--- src/rtl/multicycle_control.sv ---
// ---------------------------------------------------------------------------
// multicycle_control
//   Multi-cycle MIPS control FSM. Sequences each instruction through
//   fetch / decode / execute / memory / writeback and drives the datapath
//   mux selects, register-file and memory enables and the 3-bit ALU control.
//   Memory accesses wait on mem_ready. A wait-cycle counter flags a timeout
//   after MAX_WAIT stalled cycles. MAX_WAIT = 0 disables the timeout.
//
// Parameters
//   WAIT_W    width of the memory wait-cycle counter
//   MAX_WAIT  stalled cycles that trigger a timeout (0 = never), < 2**WAIT_W
//
// Optional feature
//   MULTICYCLE_BNE_EN  when defined, opcode 000101 (bne) is a branch taken on
//                      ~zero. When undefined, that opcode is illegal.
//
// Ports
//   clk          clock
//   rst          synchronous, active-low reset; forces every output to 0
//   ins          instruction register contents (stable between IRWrite loads)
//   mem_ready    memory completes the current access this cycle
//   zero         ALU zero flag
//   IorD         memory address select: 0 = PC, 1 = ALUOut
//   IRWrite      instruction register load
//   PCWrite      PC load (branch condition already folded in)
//   ALUSrcA      ALU A select: 0 = PC, 1 = rs
//   ALUSrcB      ALU B select: 00 rt, 01 4, 10 signext imm, 11 signext imm<<2
//   PCSrc        PC source: 00 ALU result, 01 ALUOut, 10 jump target
//   RegDst, RegWrite, MemRead, MemWrite, MemToReg   classic control meanings
//   outOp        ALU control
//   retire       one-cycle pulse on the final cycle of a completed instruction
//   illegal      sticky: unsupported opcode or funct seen
//   mem_timeout  sticky: a memory access stalled for MAX_WAIT cycles
// ---------------------------------------------------------------------------
module multicycle_control #(
  parameter int WAIT_W   = 4,
  parameter int MAX_WAIT = 8
) (
  input  logic        clk,
  input  logic        rst,
  input  logic [31:0] ins,
  input  logic        mem_ready,
  input  logic        zero,
  output logic        IorD,
  output logic        IRWrite,
  output logic        PCWrite,
  output logic        ALUSrcA,
  output logic [1:0]  ALUSrcB,
  output logic [1:0]  PCSrc,
  output logic        RegDst,
  output logic        RegWrite,
  output logic        MemRead,
  output logic        MemWrite,
  output logic        MemToReg,
  output logic [2:0]  outOp,
  output logic        retire,
  output logic        illegal,
  output logic        mem_timeout
);

  localparam logic [5:0] OP_R    = 6'b000000;
  localparam logic [5:0] OP_ADDI = 6'b001000;
  localparam logic [5:0] OP_LW   = 6'b100011;
  localparam logic [5:0] OP_SW   = 6'b101011;
  localparam logic [5:0] OP_BEQ  = 6'b000100;
  localparam logic [5:0] OP_J    = 6'b000010;
`ifdef MULTICYCLE_BNE_EN
  localparam logic [5:0] OP_BNE  = 6'b000101;
`endif

  typedef enum logic [3:0] {
    FETCH, DECODE, MEMADR, MEMRD, MEMWB, MEMWR,
    EXEC, ALUWB, ADDIEX, ADDIWB, BRANCH, JUMP
  } state_t;

  state_t            state, state_next;
  logic [WAIT_W-1:0] wait_cnt;
  logic [WAIT_W:0]   wait_plus;
  logic              mem_wait, timeout_hit;
  logic              set_illegal, set_timeout;
  logic              illegal_q, timeout_q;
  logic [5:0]        opcode, funct;
  logic [2:0]        alu_funct;
  logic              funct_ok, is_bne;
  logic              unused_ins_bits;

  assign opcode          = ins[31:26];
  assign funct           = ins[5:0];
  // Register fields and immediates feed the datapath, not this controller.
  assign unused_ins_bits = ^ins[25:6];

`ifdef MULTICYCLE_BNE_EN
  assign is_bne = (opcode == OP_BNE);
`else
  assign is_bne = 1'b0;
`endif

  // R-type funct to ALU control. 011 marks an unsupported funct.
  always_comb begin
    alu_funct = 3'b011;
    funct_ok  = 1'b1;
    case (funct)
      6'b100000: alu_funct = 3'b010;
      6'b100010: alu_funct = 3'b110;
      6'b100100: alu_funct = 3'b000;
      6'b100101: alu_funct = 3'b001;
      6'b101010: alu_funct = 3'b111;
      default:   funct_ok  = 1'b0;
    endcase
  end

  // A stall is a cycle in a memory-access state without mem_ready. The
  // timeout fires on the stall that would bring the count to MAX_WAIT, so
  // mem_ready arriving in that same cycle wins.
  assign mem_wait    = !mem_ready && (state == FETCH || state == MEMRD || state == MEMWR);
  assign wait_plus   = {1'b0, wait_cnt} + (WAIT_W+1)'(1);
  assign timeout_hit = (MAX_WAIT != 0) && mem_wait && (wait_plus == (WAIT_W+1)'(MAX_WAIT));

  always_ff @(posedge clk) begin
    // NOTE: non-blocking assignments so every register samples pre-edge values.
    if (!rst) begin
      state     <= FETCH;
      wait_cnt  <= '0;
      illegal_q <= 1'b0;
      timeout_q <= 1'b0;
    end else begin
      state <= state_next;
      if (set_illegal) illegal_q <= 1'b1;
      if (set_timeout) timeout_q <= 1'b1;
      // Counts consecutive stalls only. Any progress or a timeout restarts it.
      if (mem_wait && !timeout_hit) wait_cnt <= wait_plus[WAIT_W-1:0];
      else                          wait_cnt <= '0;
    end
  end

  always_comb begin
    // NOTE: every output gets a default first, so no path can infer a latch.
    state_next  = state;
    set_illegal = 1'b0;
    set_timeout = 1'b0;
    IorD        = 1'b0;
    IRWrite     = 1'b0;
    PCWrite     = 1'b0;
    ALUSrcA     = 1'b0;
    ALUSrcB     = 2'b00;
    PCSrc       = 2'b00;
    RegDst      = 1'b0;
    RegWrite    = 1'b0;
    MemRead     = 1'b0;
    MemWrite    = 1'b0;
    MemToReg    = 1'b0;
    outOp       = 3'b010;
    retire      = 1'b0;

    case (state)
      FETCH: begin
        MemRead = 1'b1;
        ALUSrcB = 2'b01;
        IRWrite = mem_ready;
        PCWrite = mem_ready;
        if (mem_ready)        state_next  = DECODE;
        else if (timeout_hit) set_timeout = 1'b1;  // keep requesting
      end
      DECODE: begin
        ALUSrcB = 2'b11;
        case (opcode)
          OP_LW, OP_SW: state_next = MEMADR;
          OP_R:         state_next = EXEC;
          OP_ADDI:      state_next = ADDIEX;
          OP_BEQ:       state_next = BRANCH;
`ifdef MULTICYCLE_BNE_EN
          OP_BNE:       state_next = BRANCH;
`endif
          OP_J:         state_next = JUMP;
          default: begin
            state_next  = FETCH;
            set_illegal = 1'b1;
          end
        endcase
      end
      MEMADR: begin
        ALUSrcA    = 1'b1;
        ALUSrcB    = 2'b10;
        state_next = (opcode == OP_LW) ? MEMRD : MEMWR;
      end
      MEMRD: begin
        MemRead = 1'b1;
        IorD    = 1'b1;
        if (mem_ready) begin
          state_next = MEMWB;
        end else if (timeout_hit) begin
          set_timeout = 1'b1;
          state_next  = FETCH;
        end
      end
      MEMWB: begin
        RegWrite   = 1'b1;
        MemToReg   = 1'b1;
        retire     = 1'b1;
        state_next = FETCH;
      end
      MEMWR: begin
        MemWrite = 1'b1;
        IorD     = 1'b1;
        if (mem_ready) begin
          retire     = 1'b1;
          state_next = FETCH;
        end else if (timeout_hit) begin
          set_timeout = 1'b1;
          state_next  = FETCH;
        end
      end
      EXEC: begin
        ALUSrcA = 1'b1;
        outOp   = alu_funct;
        if (funct_ok) begin
          state_next = ALUWB;
        end else begin
          state_next  = FETCH;
          set_illegal = 1'b1;
        end
      end
      ALUWB: begin
        RegDst     = 1'b1;
        RegWrite   = 1'b1;
        retire     = 1'b1;
        state_next = FETCH;
      end
      ADDIEX: begin
        ALUSrcA    = 1'b1;
        ALUSrcB    = 2'b10;
        state_next = ADDIWB;
      end
      ADDIWB: begin
        RegWrite   = 1'b1;
        retire     = 1'b1;
        state_next = FETCH;
      end
      BRANCH: begin
        ALUSrcA    = 1'b1;
        outOp      = 3'b110;
        PCSrc      = 2'b01;
        PCWrite    = is_bne ? ~zero : zero;
        retire     = 1'b1;
        state_next = FETCH;
      end
      JUMP: begin
        PCSrc      = 2'b10;
        PCWrite    = 1'b1;
        retire     = 1'b1;
        state_next = FETCH;
      end
      default: state_next = FETCH;
    endcase

    // Reset silences the datapath immediately, even before the clock edge.
    if (!rst) begin
      IorD     = 1'b0;
      IRWrite  = 1'b0;
      PCWrite  = 1'b0;
      ALUSrcA  = 1'b0;
      ALUSrcB  = 2'b00;
      PCSrc    = 2'b00;
      RegDst   = 1'b0;
      RegWrite = 1'b0;
      MemRead  = 1'b0;
      MemWrite = 1'b0;
      MemToReg = 1'b0;
      outOp    = 3'b000;
      retire   = 1'b0;
    end
  end

  assign illegal     = rst & illegal_q;
  assign mem_timeout = rst & timeout_q;

endmodule
--- config.mk ---
export PLATFORM = sky130hd
export DESIGN_NAME = multicycle_control
export DESIGN_NICKNAME = d
export VERILOG_FILES = /design/src/rtl/multicycle_control.sv
export SDC_FILE = /design/constraint.sdc
export NUM_CORES = 1
export LEC_CHECK = 0
export BUFFER_PORTS_ARGS = -buffer_cell sky130_fd_sc_hd__buf_2
export CAP_MARGIN = 20
export CORE_ASPECT_RATIO = 1.1
export CORE_MARGIN = 4
export CORE_UTILIZATION = 39
export CTS_CLUSTER_SIZE = 28
export DETAILED_ROUTE_END_ITERATION = 8
export GPL_ROUTABILITY_DRIVEN = 1
export MAX_ROUTING_LAYER = met4
export PLACE_DENSITY = 0.72
export SYNTH_ARGS = -nofsm -noshare
export SYNTH_HDL_FRONTEND = slang
export SYNTH_SLANG_ARGS = --single-unit
--- constraint.sdc ---
create_clock -name clk -period 1.56 [get_ports clk]
set_input_delay 0.078 -clock clk [delete_from_list [all_inputs] [get_ports clk]]
set_output_delay 0.078 -clock clk [all_outputs]
set_load 0.01 [all_outputs]
==> results.md <==
- Dominant cell type by area after synthesis: dfxtp_1
- WS Path Type: reg2reg
- Largest delay share family, worst path: compound AO/OA/AOI/OAI gates
- Synth cell types: 43
- Vias in the first global route: 1,096
- Syn. warnings: 0
- Longest Clk Path Bufs: 2
- Clk root buf: clkbuf_4
- Routed met2 length: approximately 1700 µm
- Crit-path max cell delay: 0.51 ns
- Final setup vio count: 4
- Setup TNS: -0.126 ns
- PnR worst setup slack: -0.0616 ns
- Worst hold path cell count: 3
- Maximum clock frequency: 617 MHz
- Clock-pin slew on the worst setup and hold paths: 0.07 ns
- Metal3 WL: 289 µm
- Antenna cells: 0
- Syn Area/Cell: 7.19 µm²
- Die Ht: 60.1 µm
- Pwr Density: 478 nW/µm²
- Failing checks: setup timing
- Netlist Area Pre-Place: 963 µm²
- Cell row count: 18
- Reg-to-Reg Start: state[2]
- IO buf count: 34
- Layout cells sized above 1: 0.497
- Fin util: 0.661
- R2R cell count: 5
- Levels on crit path: 5
- Initial antenna violation count: 0
- DRT iter0 DRCs: 68
- Drt wl/cell: between 15 and 20 µm
- CP startpoint kind: flop
- GRT Util Overall: 0.180
- DRT Pass-1 Iters: 4
- Area growth syn-to-layout: 57.7%
- Register area share after synthesis: 0.208
- First-pass GRT wire length: 4670 µm
- Worst EP arrival: ~1.8 ns
- Inst Count DP: a little over 200
- Count leader, synth: nor2_1
- Min-Delay Path Class: in2reg
- Nets: about 230
- Total number of vias: 1,296
- Worst path bufs/invs: 1
- Syn nets: between 150 and 200
- Ys async rst share: 0
- Setup crit end kind: flop
- CP Cell Sequence: buf_4, or4_4, o221a_1, a41oi_2, a21oi_2
- Pre-CTS setup slack: -0.0176 ns
- H-tree levels: 1
- M1 WL: 1410 µm
- DRT antenna net count: 0
- Post-DP HPWL: 2150 µm
- Leakage: 0.632 nW
- Max-cap viol count: 0
- Largest net degree at the start of global routing: 15
- Clock sink count: 10
- Synth Flop Type: dfxtp_1
- Worst Path Required: between 1.5 and 2 ns
- Maximum VDD drop: about 0.00062 V
- Outcome: finished, violations left
- Post-CTS Hold Buffers: 0
- Final Wtd Congestion: 0.888
- #FFs+latches synth: 10
- GRT overflow: 0
- CTS tree: built
- Critical path's slowest cell: or4_4
- # DRC: 0
- Yosys top cell area share: 0.208
- Crit path from: state[2]
- Core ar.: 2300 µm²
- Initial Util: 0.419
- Number of synthesized flops with an enable pin: 0
- Final Non-Filler Cells: between 200 and 250
- Period utilization: 1.04
- Final Power: between 0.0007 and 0.0008 W
- Critical path fanouts, max: 2
- Synth area leaders: dfxtp_1, nor2_1, nor3_1, a21oi_1, nand2_1
- Fin. Hold Viols: 0
- Num CTS Buffers: 3
- HP Start: rst
- RSZ-0062 raised after global routing: yes
- Slew margin rel.: 0.671
- Drt total wl: 3420 µm
- Pins Over Slew Limit: 0
- Cells after Synth: about 130
- # IOs: 55
- Via/cell ratio: 5.92
- Die X: 55.4 µm
- Clock Skews: approximately 0.0011 ns
- Top cells by count, synth: nor2_1, nor3_1, dfxtp_1
- Slew @ Worst Pin: ~0.49 ns
- Skew-Pair Late Insertion Delay: 0.27 ns
- Min Tclk post-route: 1.62 ns
- Top routing layer in use: met4
- Die Area: 3330 µm²
final timing paths:
kind,to,slack (ns)
setup reg to reg,state[2],-0.06
hold / removal,illegal_q,0.18
hold reg to reg,illegal_q,0.51
setup / recovery,state[2],-0.06
power by group:
group	switching (W)	total (W)	internal [W]
logic	0.000126	0.000219	0.0000932
registers	0.00000707	0.000270	0.000263
clock network	0.0000951	0.000237	0.000142
total	0.000228	0.000727	0.000499
routing by layer:
layer / vias up / track usage
met5: - / -
met4: 0 / 0.0694
met3: 7 / 0.0518
met2: 68 / 0.309
met1: 614 / 0.198
li1: 607 / -
flip-flops by register name, summed over array words and instances (netlist names):
signal / count
illegal_q: 1
timeout_q: 1
state: 4
wait_cnt: 4
cell usage in the layout, fill, tap and decap left out, types with 2 or more instances in the layout:
master and n:
a2111oi_4 3, a21oi_1 6, a21oi_2 2, and2_1 3, buf_2 34, buf_4 21
buf_6 4, clkbuf_4 3, dfxtp_1 4, dfxtp_2 5, inv_1 3, nand2_1 7
nand2_2 2, nand2b_1 4, nand3_1 3, nor2_1 19, nor2b_1 3, nor3_1 8
nor3_2 2, nor3b_2 2, nor4_1 3, o211ai_1 4, o21ai_0 4, o21bai_1 2
o31ai_1 2, xnor2_1 2
tightest hold or removal path: stages:
cell and delay (ns):
buf_2 0.15, o21ai_0 0.10, o31ai_1 0.07
cell families (layout without fill, tap and decap cells):
family                   Yosys count  count (layout)  synth area share
AO/OA/AOI/OAI                     36              36             0.291
XOR/XNOR                           5               5            0.0455
adder cells (fa/ha/maj)            2               2            0.0260
buffers and inverters             13              68            0.0623
flip-flops                        10              10             0.208
AND/OR/NAND/NOR                   68              68             0.368
through the flow:
| step | hold WS, ns | cell area (µm²) |
|---|---|---|
| floorplan | 0.303 | 963 |
| global placement | 0.443 | 1220 |
| detailed placement | 0.434 | 1220 |
| CTS | 0.150 | 1340 |
| global route | 0.194 | 1520 |
| finish | 0.180 | 1520 |
layout make-up:
| type | instances | area (µm²) |
|---|---|---|
| multi-input combinational | 111 | 837 |
| timing repair buffer | 59 | 373 |
| inverter | 5 | 25.0 |
| fill | 183 | 778 |
| sequential | 10 | 210 |
| tap | 30 | 37.5 |
| clock buffer | 4 | 36.3 |
timing repair:
| action | CTS | global route |
|---|---|---|
| pin swaps | 1 | 10 |
| endpoints found under the hold margin | 0 | 0 |
| buffers inserted | 3 | 11 |
| resized for setup | 19 | 21 |
| endpoints found under the setup margin | 17 | 18 |
Power figures use the tool's default switching activity.
